===== src/rtl/hazard_forward_unit_if.sv =====
// Bundle between the ID/EX pipeline and the hazard/forwarding unit.
// The pipeline side is master; the unit is slave.
interface hazard_forward_unit_if #(
  parameter int REG_AW  = 5,
  parameter int NUM_SRC = 2,
  parameter int PERF_W  = 32
);
  logic [NUM_SRC*REG_AW-1:0] ex_rs;
  logic [NUM_SRC-1:0]        ex_rs_used;
  logic [NUM_SRC*REG_AW-1:0] id_rs;
  logic [NUM_SRC-1:0]        id_rs_used;
  logic                      id_valid;
  logic [REG_AW-1:0]         ex_rd;
  logic                      ex_memread;
  logic [REG_AW-1:0]         mem_rd;
  logic                      mem_regwrite;
  logic [REG_AW-1:0]         wb_rd;
  logic                      wb_regwrite;
  logic                      flush;
  logic [2*NUM_SRC-1:0]      forward_sel;
  logic                      stall_if;
  logic                      stall_id;
  logic                      bubble_ex;
  logic [PERF_W-1:0]         stall_cnt;

  modport master (
    output ex_rs, ex_rs_used, id_rs, id_rs_used,
    output id_valid, ex_rd, ex_memread,
    output mem_rd, mem_regwrite, wb_rd, wb_regwrite,
    output flush,
    input  forward_sel, stall_if, stall_id,
    input  bubble_ex, stall_cnt
  );

  modport slave (
    input  ex_rs, ex_rs_used, id_rs, id_rs_used,
    input  id_valid, ex_rd, ex_memread,
    input  mem_rd, mem_regwrite, wb_rd, wb_regwrite,
    input  flush,
    output forward_sel, stall_if, stall_id,
    output bubble_ex, stall_cnt
  );
endinterface


===== src/rtl/hazard_forward_unit.sv =====
// EX operand bypass selects plus a load-use stall FSM.
// Flush beats any stall; the stall-cycle counter saturates.
module hazard_forward_unit #(
  parameter int REG_AW   = 5,
  parameter int NUM_SRC  = 2,
  parameter int LOAD_LAT = 1,
  parameter int PERF_W   = 32
) (
  input  logic                clk,
  input  logic                rst,
  hazard_forward_unit_if.slave hfu
);
  localparam int CW = $clog2(LOAD_LAT + 1);
  localparam logic [CW-1:0] CNT_ONE = CW'(1);
  localparam logic [CW-1:0] CNT_INIT = CW'(LOAD_LAT - 1);
  localparam logic [PERF_W-1:0] PERF_ONE = PERF_W'(1);

  typedef enum logic {IDLE, STALL} state_e;

  state_e            state_q;
  logic [CW-1:0]     cnt_q;
  logic [PERF_W-1:0] stall_cnt_q;
  logic [PERF_W-1:0] stall_cnt_d;

  logic [NUM_SRC-1:0]   mem_hit;
  logic [NUM_SRC-1:0]   wb_hit;
  logic [NUM_SRC-1:0]   id_hit;
  logic [2*NUM_SRC-1:0] fwd;
  logic                 hz;
  logic                 stall;

  // wb_hit is masked by mem_hit so the newer MEM result always wins
  always_comb begin
    mem_hit = '0;
    wb_hit  = '0;
    id_hit  = '0;
    for (int i = 0; i < NUM_SRC; i++) begin
      mem_hit[i] = hfu.ex_rs_used[i] && hfu.mem_regwrite &&
                   (hfu.mem_rd != '0) &&
                   (hfu.ex_rs[i*REG_AW +: REG_AW] == hfu.mem_rd);
      wb_hit[i]  = hfu.ex_rs_used[i] && hfu.wb_regwrite &&
                   (hfu.wb_rd != '0) &&
                   (hfu.ex_rs[i*REG_AW +: REG_AW] == hfu.wb_rd) &&
                   !mem_hit[i];
      id_hit[i]  = hfu.id_rs_used[i] &&
                   (hfu.id_rs[i*REG_AW +: REG_AW] == hfu.ex_rd);
    end
  end

  always_comb begin
    fwd = '0;
    for (int i = 0; i < NUM_SRC; i++) begin
      fwd[2*i +: 2] = {wb_hit[i], mem_hit[i]};
    end
  end

  assign hz = hfu.id_valid && hfu.ex_memread &&
              (hfu.ex_rd != '0) && (|id_hit);

  always_comb begin
    stall = 1'b0;
    if (!rst && !hfu.flush) begin
      unique case (state_q)
        IDLE:    stall = hz;
        STALL:   stall = 1'b1;
        default: stall = 1'b0;
      endcase
    end
  end

  always_comb begin
    stall_cnt_d = stall_cnt_q;
    if (stall && (stall_cnt_q != '1)) begin
      stall_cnt_d = stall_cnt_q + PERF_ONE;
    end
  end

  always_ff @(posedge clk or posedge rst) begin
    if (rst) begin
      state_q     <= IDLE;
      cnt_q       <= '0;
      stall_cnt_q <= '0;
    end else begin
      stall_cnt_q <= stall_cnt_d;
      if (hfu.flush) begin
        state_q <= IDLE;
        cnt_q   <= '0;
      end else begin
        unique case (state_q)
          IDLE: begin
            // single-cycle latency needs no extra state
            if (hz && (LOAD_LAT > 1)) begin
              state_q <= STALL;
              cnt_q   <= CNT_INIT;
            end
          end
          STALL: begin
            cnt_q <= cnt_q - CNT_ONE;
            if (cnt_q == CNT_ONE) begin
              state_q <= IDLE;
            end
          end
          default: begin
            state_q <= IDLE;
            cnt_q   <= '0;
          end
        endcase
      end
    end
  end

  assign hfu.forward_sel = rst ? '0 : fwd;
  assign hfu.stall_if    = stall;
  assign hfu.stall_id    = stall;
  assign hfu.bubble_ex   = stall;
  assign hfu.stall_cnt   = stall_cnt_q;
endmodule


===== src/flat_wrapper.sv =====
// flat-port wrapper written by rule: the top's interface ports become plain ports
module hazard_forward_unit_flat 
#(
  parameter int REG_AW   = 5,
  parameter int NUM_SRC  = 2,
  parameter int LOAD_LAT = 1,
  parameter int PERF_W   = 32
)
  (clk, rst, hfu_ex_rs, hfu_ex_rs_used, hfu_id_rs, hfu_id_rs_used, hfu_id_valid, hfu_ex_rd, hfu_ex_memread, hfu_mem_rd, hfu_mem_regwrite, hfu_wb_rd, hfu_wb_regwrite, hfu_flush, hfu_forward_sel, hfu_stall_if, hfu_stall_id, hfu_bubble_ex, hfu_stall_cnt);
  hazard_forward_unit_if #(.REG_AW(REG_AW), .NUM_SRC(NUM_SRC), .PERF_W(PERF_W)) hfu_i ();
  input  logic clk;
  input  logic rst;
  input wire logic [$bits(hfu_i.ex_rs)-1:0] hfu_ex_rs;
  input wire logic [$bits(hfu_i.ex_rs_used)-1:0] hfu_ex_rs_used;
  input wire logic [$bits(hfu_i.id_rs)-1:0] hfu_id_rs;
  input wire logic [$bits(hfu_i.id_rs_used)-1:0] hfu_id_rs_used;
  input wire logic [$bits(hfu_i.id_valid)-1:0] hfu_id_valid;
  input wire logic [$bits(hfu_i.ex_rd)-1:0] hfu_ex_rd;
  input wire logic [$bits(hfu_i.ex_memread)-1:0] hfu_ex_memread;
  input wire logic [$bits(hfu_i.mem_rd)-1:0] hfu_mem_rd;
  input wire logic [$bits(hfu_i.mem_regwrite)-1:0] hfu_mem_regwrite;
  input wire logic [$bits(hfu_i.wb_rd)-1:0] hfu_wb_rd;
  input wire logic [$bits(hfu_i.wb_regwrite)-1:0] hfu_wb_regwrite;
  input wire logic [$bits(hfu_i.flush)-1:0] hfu_flush;
  output wire logic [$bits(hfu_i.forward_sel)-1:0] hfu_forward_sel;
  output wire logic [$bits(hfu_i.stall_if)-1:0] hfu_stall_if;
  output wire logic [$bits(hfu_i.stall_id)-1:0] hfu_stall_id;
  output wire logic [$bits(hfu_i.bubble_ex)-1:0] hfu_bubble_ex;
  output wire logic [$bits(hfu_i.stall_cnt)-1:0] hfu_stall_cnt;
  assign hfu_i.ex_rs = hfu_ex_rs;
  assign hfu_i.ex_rs_used = hfu_ex_rs_used;
  assign hfu_i.id_rs = hfu_id_rs;
  assign hfu_i.id_rs_used = hfu_id_rs_used;
  assign hfu_i.id_valid = hfu_id_valid;
  assign hfu_i.ex_rd = hfu_ex_rd;
  assign hfu_i.ex_memread = hfu_ex_memread;
  assign hfu_i.mem_rd = hfu_mem_rd;
  assign hfu_i.mem_regwrite = hfu_mem_regwrite;
  assign hfu_i.wb_rd = hfu_wb_rd;
  assign hfu_i.wb_regwrite = hfu_wb_regwrite;
  assign hfu_i.flush = hfu_flush;
  assign hfu_forward_sel = hfu_i.forward_sel;
  assign hfu_stall_if = hfu_i.stall_if;
  assign hfu_stall_id = hfu_i.stall_id;
  assign hfu_bubble_ex = hfu_i.bubble_ex;
  assign hfu_stall_cnt = hfu_i.stall_cnt;
  hazard_forward_unit #(.REG_AW(REG_AW), .NUM_SRC(NUM_SRC), .LOAD_LAT(LOAD_LAT), .PERF_W(PERF_W)) u_core (.clk(clk), .rst(rst), .hfu(hfu_i));
endmodule

===== config.mk =====
export PLATFORM = sky130hd
export DESIGN_NAME = hazard_forward_unit_flat
export DESIGN_NICKNAME = d
export VERILOG_FILES = /design/src/rtl/hazard_forward_unit_if.sv /design/src/rtl/hazard_forward_unit.sv /design/src/flat_wrapper.sv
export SDC_FILE = /design/constraint.sdc
export NUM_CORES = 1
export LEC_CHECK = 0
export BUFFER_PORTS_ARGS = -buffer_cell sky130_fd_sc_hd__buf_2
export CORE_MARGIN = 2
export CORE_UTILIZATION = 40
export DETAILED_ROUTE_END_ITERATION = 8
export PLACE_DENSITY = 0.64
export SYNTH_ARGS = -nofsm -noshare
export SYNTH_HDL_FRONTEND = slang
export SYNTH_SLANG_ARGS = --single-unit

===== constraint.sdc =====
create_clock -name clk -period 4 [get_ports clk]
set_clock_uncertainty 0.15 [all_clocks]
set_input_delay 0.2 -clock clk [delete_from_list [all_inputs] [get_ports clk]]
set_output_delay 0.2 -clock clk [all_outputs]
set_load 0.005 [all_outputs]

==> results by group, run 1 <==
Route
  – Drt total wl: 4800 um
  – Wire per inst: 12.7 um
  – First-pass DRT Iterations: 4
  – 1st-iter DRT viols: 49
  – Vias: 1885
  – Routed Antenna Nets: 0
  – DRC Markers: 0
  – Via density: 5.00

Clocking
  – Clock root cell: clkbuf_8
  – Clock tree buffer depth: 2
  – Clk pin slew, worst setup/hold paths: 70 ps
  – Clock buffer count from CTS: 5
  – CTS tree: yes
  – CTS sink count: 34
  – Post-CTS sizing: 0
  – H-tree Lvls: 2
  – Clock latency on the worst-skew pair: 280 ps

Pwr
  – P_leak: 0.00125 uW
  – Max rail drop VDD: 111 uV
  – Pwr Density: 253 nW/um^2

Floorplanning
  – Num ports: 85
  – Die Y: 76.4 um
  – Site Rows: 26
  – Width of the die: 76.4 um
  – Initial core utilization: 41.3%
  – Core area: 5070 sq um
  – Area of the die: 5830 sq um

Logic synthesis
  – Mux share of post-synthesis cell area: 0.537%
  – Simple-gate area share of the yosys netlist: 28.2%
  – Post-synth top area cell: dfrtp_1
  – Synth warn: 0
  – Count leader, synth: xnor2_1
  – Syn Inst Count: 219
  – Ys flop type: dfrtp_1
  – Post-synth cell types: 35
  – Avg Cell Area, Syn: 9.57 sq um
  – Ys async rst share: 100%
  – Synth top area cells: dfrtp_1 41%, xnor2_1 16%, xor2_1 10%
  – Top post-synthesis cells by count: 38 x xnor2_1, 34 x dfrtp_1, 26 x nand3_1, 24 x xor2_1
  – Adder-Cell Fraction of Synth Area: 0.597%
  – Compound-Gate Fraction of Synth Area: 1.67%
  – Largest family of logic cells by synthesized area: simple AND/OR/NAND/NOR gates
  – Synthesized area: 2100 sq um
  – Seq/Total Area, Yosys: 40.6%
  – Xor and xnor area share after synthesis: 25.9%
  – Post-Syn Nets: 266
  – Post-synth EDFFs: 0
  – Yosys top cell area share: 40.6%
  – Post-synthesis register bit count: 34

Worst setup path
  – R2R Path End: u_core.hfu.stall_cnt[1]
  – CP Launch Type: register
  – Data arrival, critical path: 2730 ps
  – Worst setup path category: reg -> reg
  – Crit-path max FO: 21
  – FF-to-FF setup slack: 1280 ps
  – Crit path capture type: register
  – CP Launch Point: u_core.hfu.stall_cnt[11]
  – FF-to-FF Start: u_core.hfu.stall_cnt[11]
  – FF-to-FF path depth: 6
  – Req. time, crit path: 4020 ps

Cells and area
  – Nets: 353
  – Area grow syn2layout: 28.5%
  – Ant. Diodes: 0
  – Share of layout cells above drive strength 1: 32.9%
  – Core occupancy in the finished layout: 53.1%

STA
  – Max-slew headroom: 40.7%
  – Min Tclk post-route: 2720 ps
  – Worst slew pin tran: 889 ps
  – Total negative slack: 0 ps
  – Hold_ws: 300 ps
  – Fmax: 0.368 GHz
  – RSZ-0062 raised after global routing: no
  – Hold Fails Final Rpt: 0
  – Max-slew violation count: 0
  – Final Cycle Share: 67.9%
  – Endpoints failing setup: 0

Status
  – Status: completed

Global route
  – Initial antenna violation count: 0
  – Global route total overflow: 0
  – Grt met2 use: 28.1%
  – First-pass GRT wire length: 8180 um
  – Vias in the first global route: 1829
  – GRT met1 Usage: 21.6%
  – All-Layer GR Usage: 17.1%
  – Pin count of the biggest net entering global routing: 36
  – Top Usage Layer GRT: met2
  – Met3 Resource Use GR: 5.69%

Placed design
  – GP Congestion: 0.855
  – Final HPWL DP: 3730 um
  – IO Port Bufs: 84

Job
  – Max-cap violations: 0

Hold path
  – HP Class: reg -> reg
  – Worst hold path depth: 1
  – Hold Startpoint: u_core.cnt_q
  – Sink of the worst hold path: u_core.state_q
metrics by stage:
step                      instance area (sq um)  total power [uW]  setup WS, ps  std cells
after floorplan                            2100               387          1870        219
after global placement                     2580               427          1400        367
after detailed placement                   2580               428          1310        367
after CTS                                  2690               693          1300        377
after global routing                       2690               717          1070        377
final                                      2690               682          1280        377
registers in the layout (all words and copies together), names as in the netlist:
register / flops
u_core.hfu.stall_cnt: 32
u_core.state_q: 1
u_core.cnt_q: 1
worst max-delay path by stage:
stage | endpoint | slack, ps | cells past startpoint
floorplan | u_core.hfu.stall_cnt[23] | 1870 | 6
global placement | u_core.hfu.stall_cnt[1] | 1400 | 6
detailed placement | u_core.hfu.stall_cnt[1] | 1310 | 6
CTS | u_core.hfu.stall_cnt[1] | 1300 | 6
global route | u_core.hfu.stall_cnt[1] | 1070 | 6
finish | u_core.hfu.stall_cnt[1] | 1280 | 6
power by group:
| group | leakage [uW] | total [uW] | switching [uW] | internal [uW] |
|---|---|---|---|---|
| Sequential | 0.000475 | 347 | 1.97 | 345 |
| Combinational | 0.000731 | 74.8 | 37.8 | 37.0 |
| Clock | 0.0000482 | 260 | 121 | 139 |
| Total | 0.00125 | 682 | 161 | 521 |
cell families (layout without fill, tap and decap cells):
logic type / after synthesis / after routing
mux: 1 / 1
simple gates: 105 / 105
buf+inv: 11 / 99
compound gates: 5 / 5
fa+ha+maj: 1 / 1
xor+xnor: 62 / 62
flops: 34 / 34
worst max-delay path, cell delays in order, from the launching register on:
cell	delay (ps)
dfrtp_1	420
nand3_1	110
or3_4	380
nor4_4	440
nand2b_1	490
nand2_1	260
mux2_2	350
timing repair:
item	in CTS	in global routing
hold buffers	2	0
setup buffers	0	0
endpoints found under the hold margin	36	0
endpoints found under the setup margin	0	0
placed cells by master (no fill, tap or decap), types with 2 or more instances in the layout:
cell type,instances
dlygate4sd3_1,2
xnor2_1,38
nor3_1,12
nand4_1,14
nand2_1,14
buf_4,2
buf_2,84
dfrtp_1,34
or4_1,4
and4_1,2
nand3_1,26
and3_1,3
nor2_1,12
inv_1,3
clkbuf_8,6
xor2_1,24
nor4_1,6
per-layer routing:
metal,up-vias,share of wire (%)
li1,945,-
met1,877,45
met2,58,47
met3,5,6.7
met4,0,1.1
met5,-,0
area by class of cell:
class | instances | area (sq um)
fillers | 496 | 2380
repair buffers | 88 | 455
multi-input cells | 174 | 1200
inverters | 3 | 11.3
flip-flops and latches | 34 | 851
clock inverters | 1 | 5.00
clock buffers | 7 | 86.3
well taps | 70 | 87.6
No activity file was read; power rests on OpenSTA's default activity.
==> run 2: changes to the inputs <==
Settings changed: ABC_AREA set to 1, PLACE_DENSITY 0.64 to 0.6.
Clock period 4 ns to 2.8 ns, I/O delays scaled along.
==> run 2 against run 1 <==
  * Worst setup slack lost 830 ps
  * Sequential share of layout area shrank 7.4 points
  * Total power grew 78%
  * Sequential power grew 45%
  * Wire length grew 67%
  * Fmax grew 16%
  * Clock power grew 120%
  * Critical path depth grew 3
  * Global-route usage grew 4.2 points
  * Synthesized cell count grew 110%
  * Die area grew 35%
  * Hold slack gained 72 ps
  * Largest cell class unchanged
==> results by group, run 2 <==
Status
  – Status: completed

Clocking
  – Clock root cell: clkbuf_8
  – Clk pin slew, worst setup/hold paths: 80 ps
  – Clock buffer count from CTS: 5
  – Clock latency on the worst-skew pair: 290 ps
  – H-tree Lvls: 2
  – Post-CTS sizing: 0
  – CTS tree: yes
  – Setup bufs post-CTS: 0
  – Clock tree buffer depth: 2
  – CTS sink count: 34
  – CTS Hold Buffers Added: 2

Global route
  – First-pass GRT wire length: 13300 um
  – GRT met1 Usage: 30.4%
  – Initial antenna violation count: 0
  – All-Layer GR Usage: 21.3%
  – Top Usage Layer GRT: met2
  – Grt met2 use: 33.1%
  – Vias in the first global route: 2865
  – Pin count of the biggest net entering global routing: 35
  – Met3 Resource Use GR: 3.92%
  – Global route total overflow: 0

Pwr
  – Logic pwr share: 11.6%
  – Part of the power in registers: 41.4%
  – Max rail drop VDD: 210 uV
  – P_leak: 0.00188 uW
  – Tot Pwr: 1210 uW
  – Psw: 279 uW
  – Sw frac: 23.0%
  – Int Power: 934 uW
  – Clk network pwr share: 47.0%
  – Pwr Density: 345 nW/um^2

Cells and area
  – Area grow syn2layout: 22.7%
  – Share of layout cells above drive strength 1: 19.4%
  – Max reg flops: 32
  – Nets: 593
  – Non-Filler Instances: 643
  – Commonest non-fill, non-tap cell in the layout: nand2_1
  – Ant. Diodes: 0
  – Filler cells: 728
  – Commonest non-fill, non-tap cells in the layout: 203 x nand2_1, 84 x buf_2, 67 x nor2_1, 36 x nand4_1, 34 x dfrtp_1

Worst setup path
  – FF-to-FF setup slack: 450 ps
  – Req. time, crit path: 2880 ps
  – CP Launch Type: register
  – FF-to-FF path depth: 9
  – Crit path capture type: register
  – Crit-path max FO: 32
  – Data arrival, critical path: 2430 ps
  – Worst setup path category: reg -> reg

STA
  – Hold Fails Final Rpt: 0
  – Min Tclk post-route: 2350 ps
  – Final Cycle Share: 83.8%
  – Final WS setup: 453 ps
  – Worst slew pin tran: 650 ps
  – Fmax: 0.426 GHz
  – RSZ-0062 raised after global routing: no
  – Max-slew violation count: 0
  – Endpoints failing setup: 0
  – Hold_ws: 371 ps
  – Total negative slack: 0 ps
  – Max-slew headroom: 56.6%

Floorplanning
  – Core area: 6870 sq um
  – Width of the die: 88.6 um
  – Die Y: 88.6 um
  – Area of the die: 7860 sq um
  – Initial core utilization: 41.7%
  – Site Rows: 30
  – Num ports: 85

Placed design
  – Final HPWL DP: 6110 um
  – IO Port Bufs: 84
  – GP Congestion: 0.927
  – Placed cells: 633
  – Pre-CTS setup slack: 482 ps

Logic synthesis
  – Post-synth top area cell: dfrtp_1
  – Post-Syn Nets: 510
  – Yosys top cell area share: 29.7%
  – Synth warn: 0
  – Synth top area cells: dfrtp_1 30%, nand2_1 27%, nor2_1 8.9%
  – Syn Inst Count: 463
  – Top post-synthesis cells by count: 203 x nand2_1, 68 x nor2_1, 36 x nand4_1, 34 x dfrtp_1, 31 x inv_1
  – Post-synth cell types: 29
  – Post-synth EDFFs: 0
  – Synthesized area: 2870 sq um
  – Seq/Total Area, Yosys: 29.7%
  – Count leader, synth: nand2_1
  – Post-synthesis register bit count: 34
  – Avg Cell Area, Syn: 6.19 sq um
  – Ys async rst share: 100%
  – Ys flop type: dfrtp_1

Route
  – First-pass DRT Iterations: 5
  – Routed Antenna Nets: 0
  – Wire per inst: 12.4 um
  – Drt total wl: 7990 um
  – 1st-iter DRT viols: 211
  – Via density: 4.88
  – DRC Markers: 0
  – Vias: 3139

Hold path
  – HP Class: reg -> reg
  – Worst hold path depth: 2

Job
  – Max-cap violations: 0
-- run 2: cell count changes in the layout (fill, tap and decap cells not counted), sizes merged, moves of 6 or more --
cell	change
nand2	+190
nor2	+56
inv	+29
xnor2	-29
nand4	+22
nand3	-16
nand3b	+13
xor2	-7
nor4	-6
-- run 2: final cells by class --
cell class                 instances  area (sq um)  area share, %
clock buffer                       6          82.6           2.35
inverter                          32           120           3.42
tap                               96           120           3.42
sequential                        34           851           24.2
multi-input combinational        383          1810           51.5
timing repair buffer              90           470           13.4
clock inverter                     2          60.1           1.71
-- run 2: worst max-delay path: stages (launching register included) --
cell	delay, ps
dfrtp_1	470
ha_1	290
inv_1	110
nor2_4	170
nand2_2	110
nor3_2	230
nand3_2	110
nand3_2	450
nand2_1	110
nand2_1	90
-- run 2: logic make-up (layout without fill, tap and decap cells) --
group	count (synthesis)	in the layout	synth area share (%)
and+or+nand+nor	345	345	52.2
AOI/OAI and AO/OA	11	11	2.49
DFF	34	34	29.7
adders and majority gates	1	1	0.437
xor gates and xnor gates	26	26	7.95
buffers and inverters	46	130	7.20
-- run 2: metal layers --
layer / vias up / wire (um)
li1: 1656 / -
met5: - / 0
met3: 16 / 509
met1: 1362 / 3900
met4: 0 / 160
met2: 105 / 3430
-- run 2: path summary, 6_finish.rpt --
check / start / endpoint
hold / removal: u_core.cnt_q / u_core.state_q
min in group asynchronous: rst / u_core.hfu.stall_cnt[12]
setup / recovery: u_core.hfu.stall_cnt[0] / u_core.hfu.stall_cnt[28]
hold reg to reg: u_core.cnt_q / u_core.state_q
max in group asynchronous: rst / u_core.hfu.stall_cnt[4]
setup reg to reg: u_core.hfu.stall_cnt[0] / u_core.hfu.stall_cnt[28]
-- run 2: power groups by stage --
stage                     Sequential (uW)  Clock, uW  Combinational (uW)
after floorplan                       510          0                72.6
after global placement                510          0                 139
after detailed placement              511          0                 140
after CTS                             502        581                 142
after global routing                  503        603                 161
final                                 502        570                 141
-- run 2: metrics by stage --
step / utilization [%] / area (sq um)
2_1_floorplan: - / 2870
3_3_place_gp: 48.8 / 3350
3_5_place_dp: 48.8 / 3350
4_1_cts: 51.2 / 3510
5_1_grt: 51.2 / 3510
6_report: 51.2 / 3510
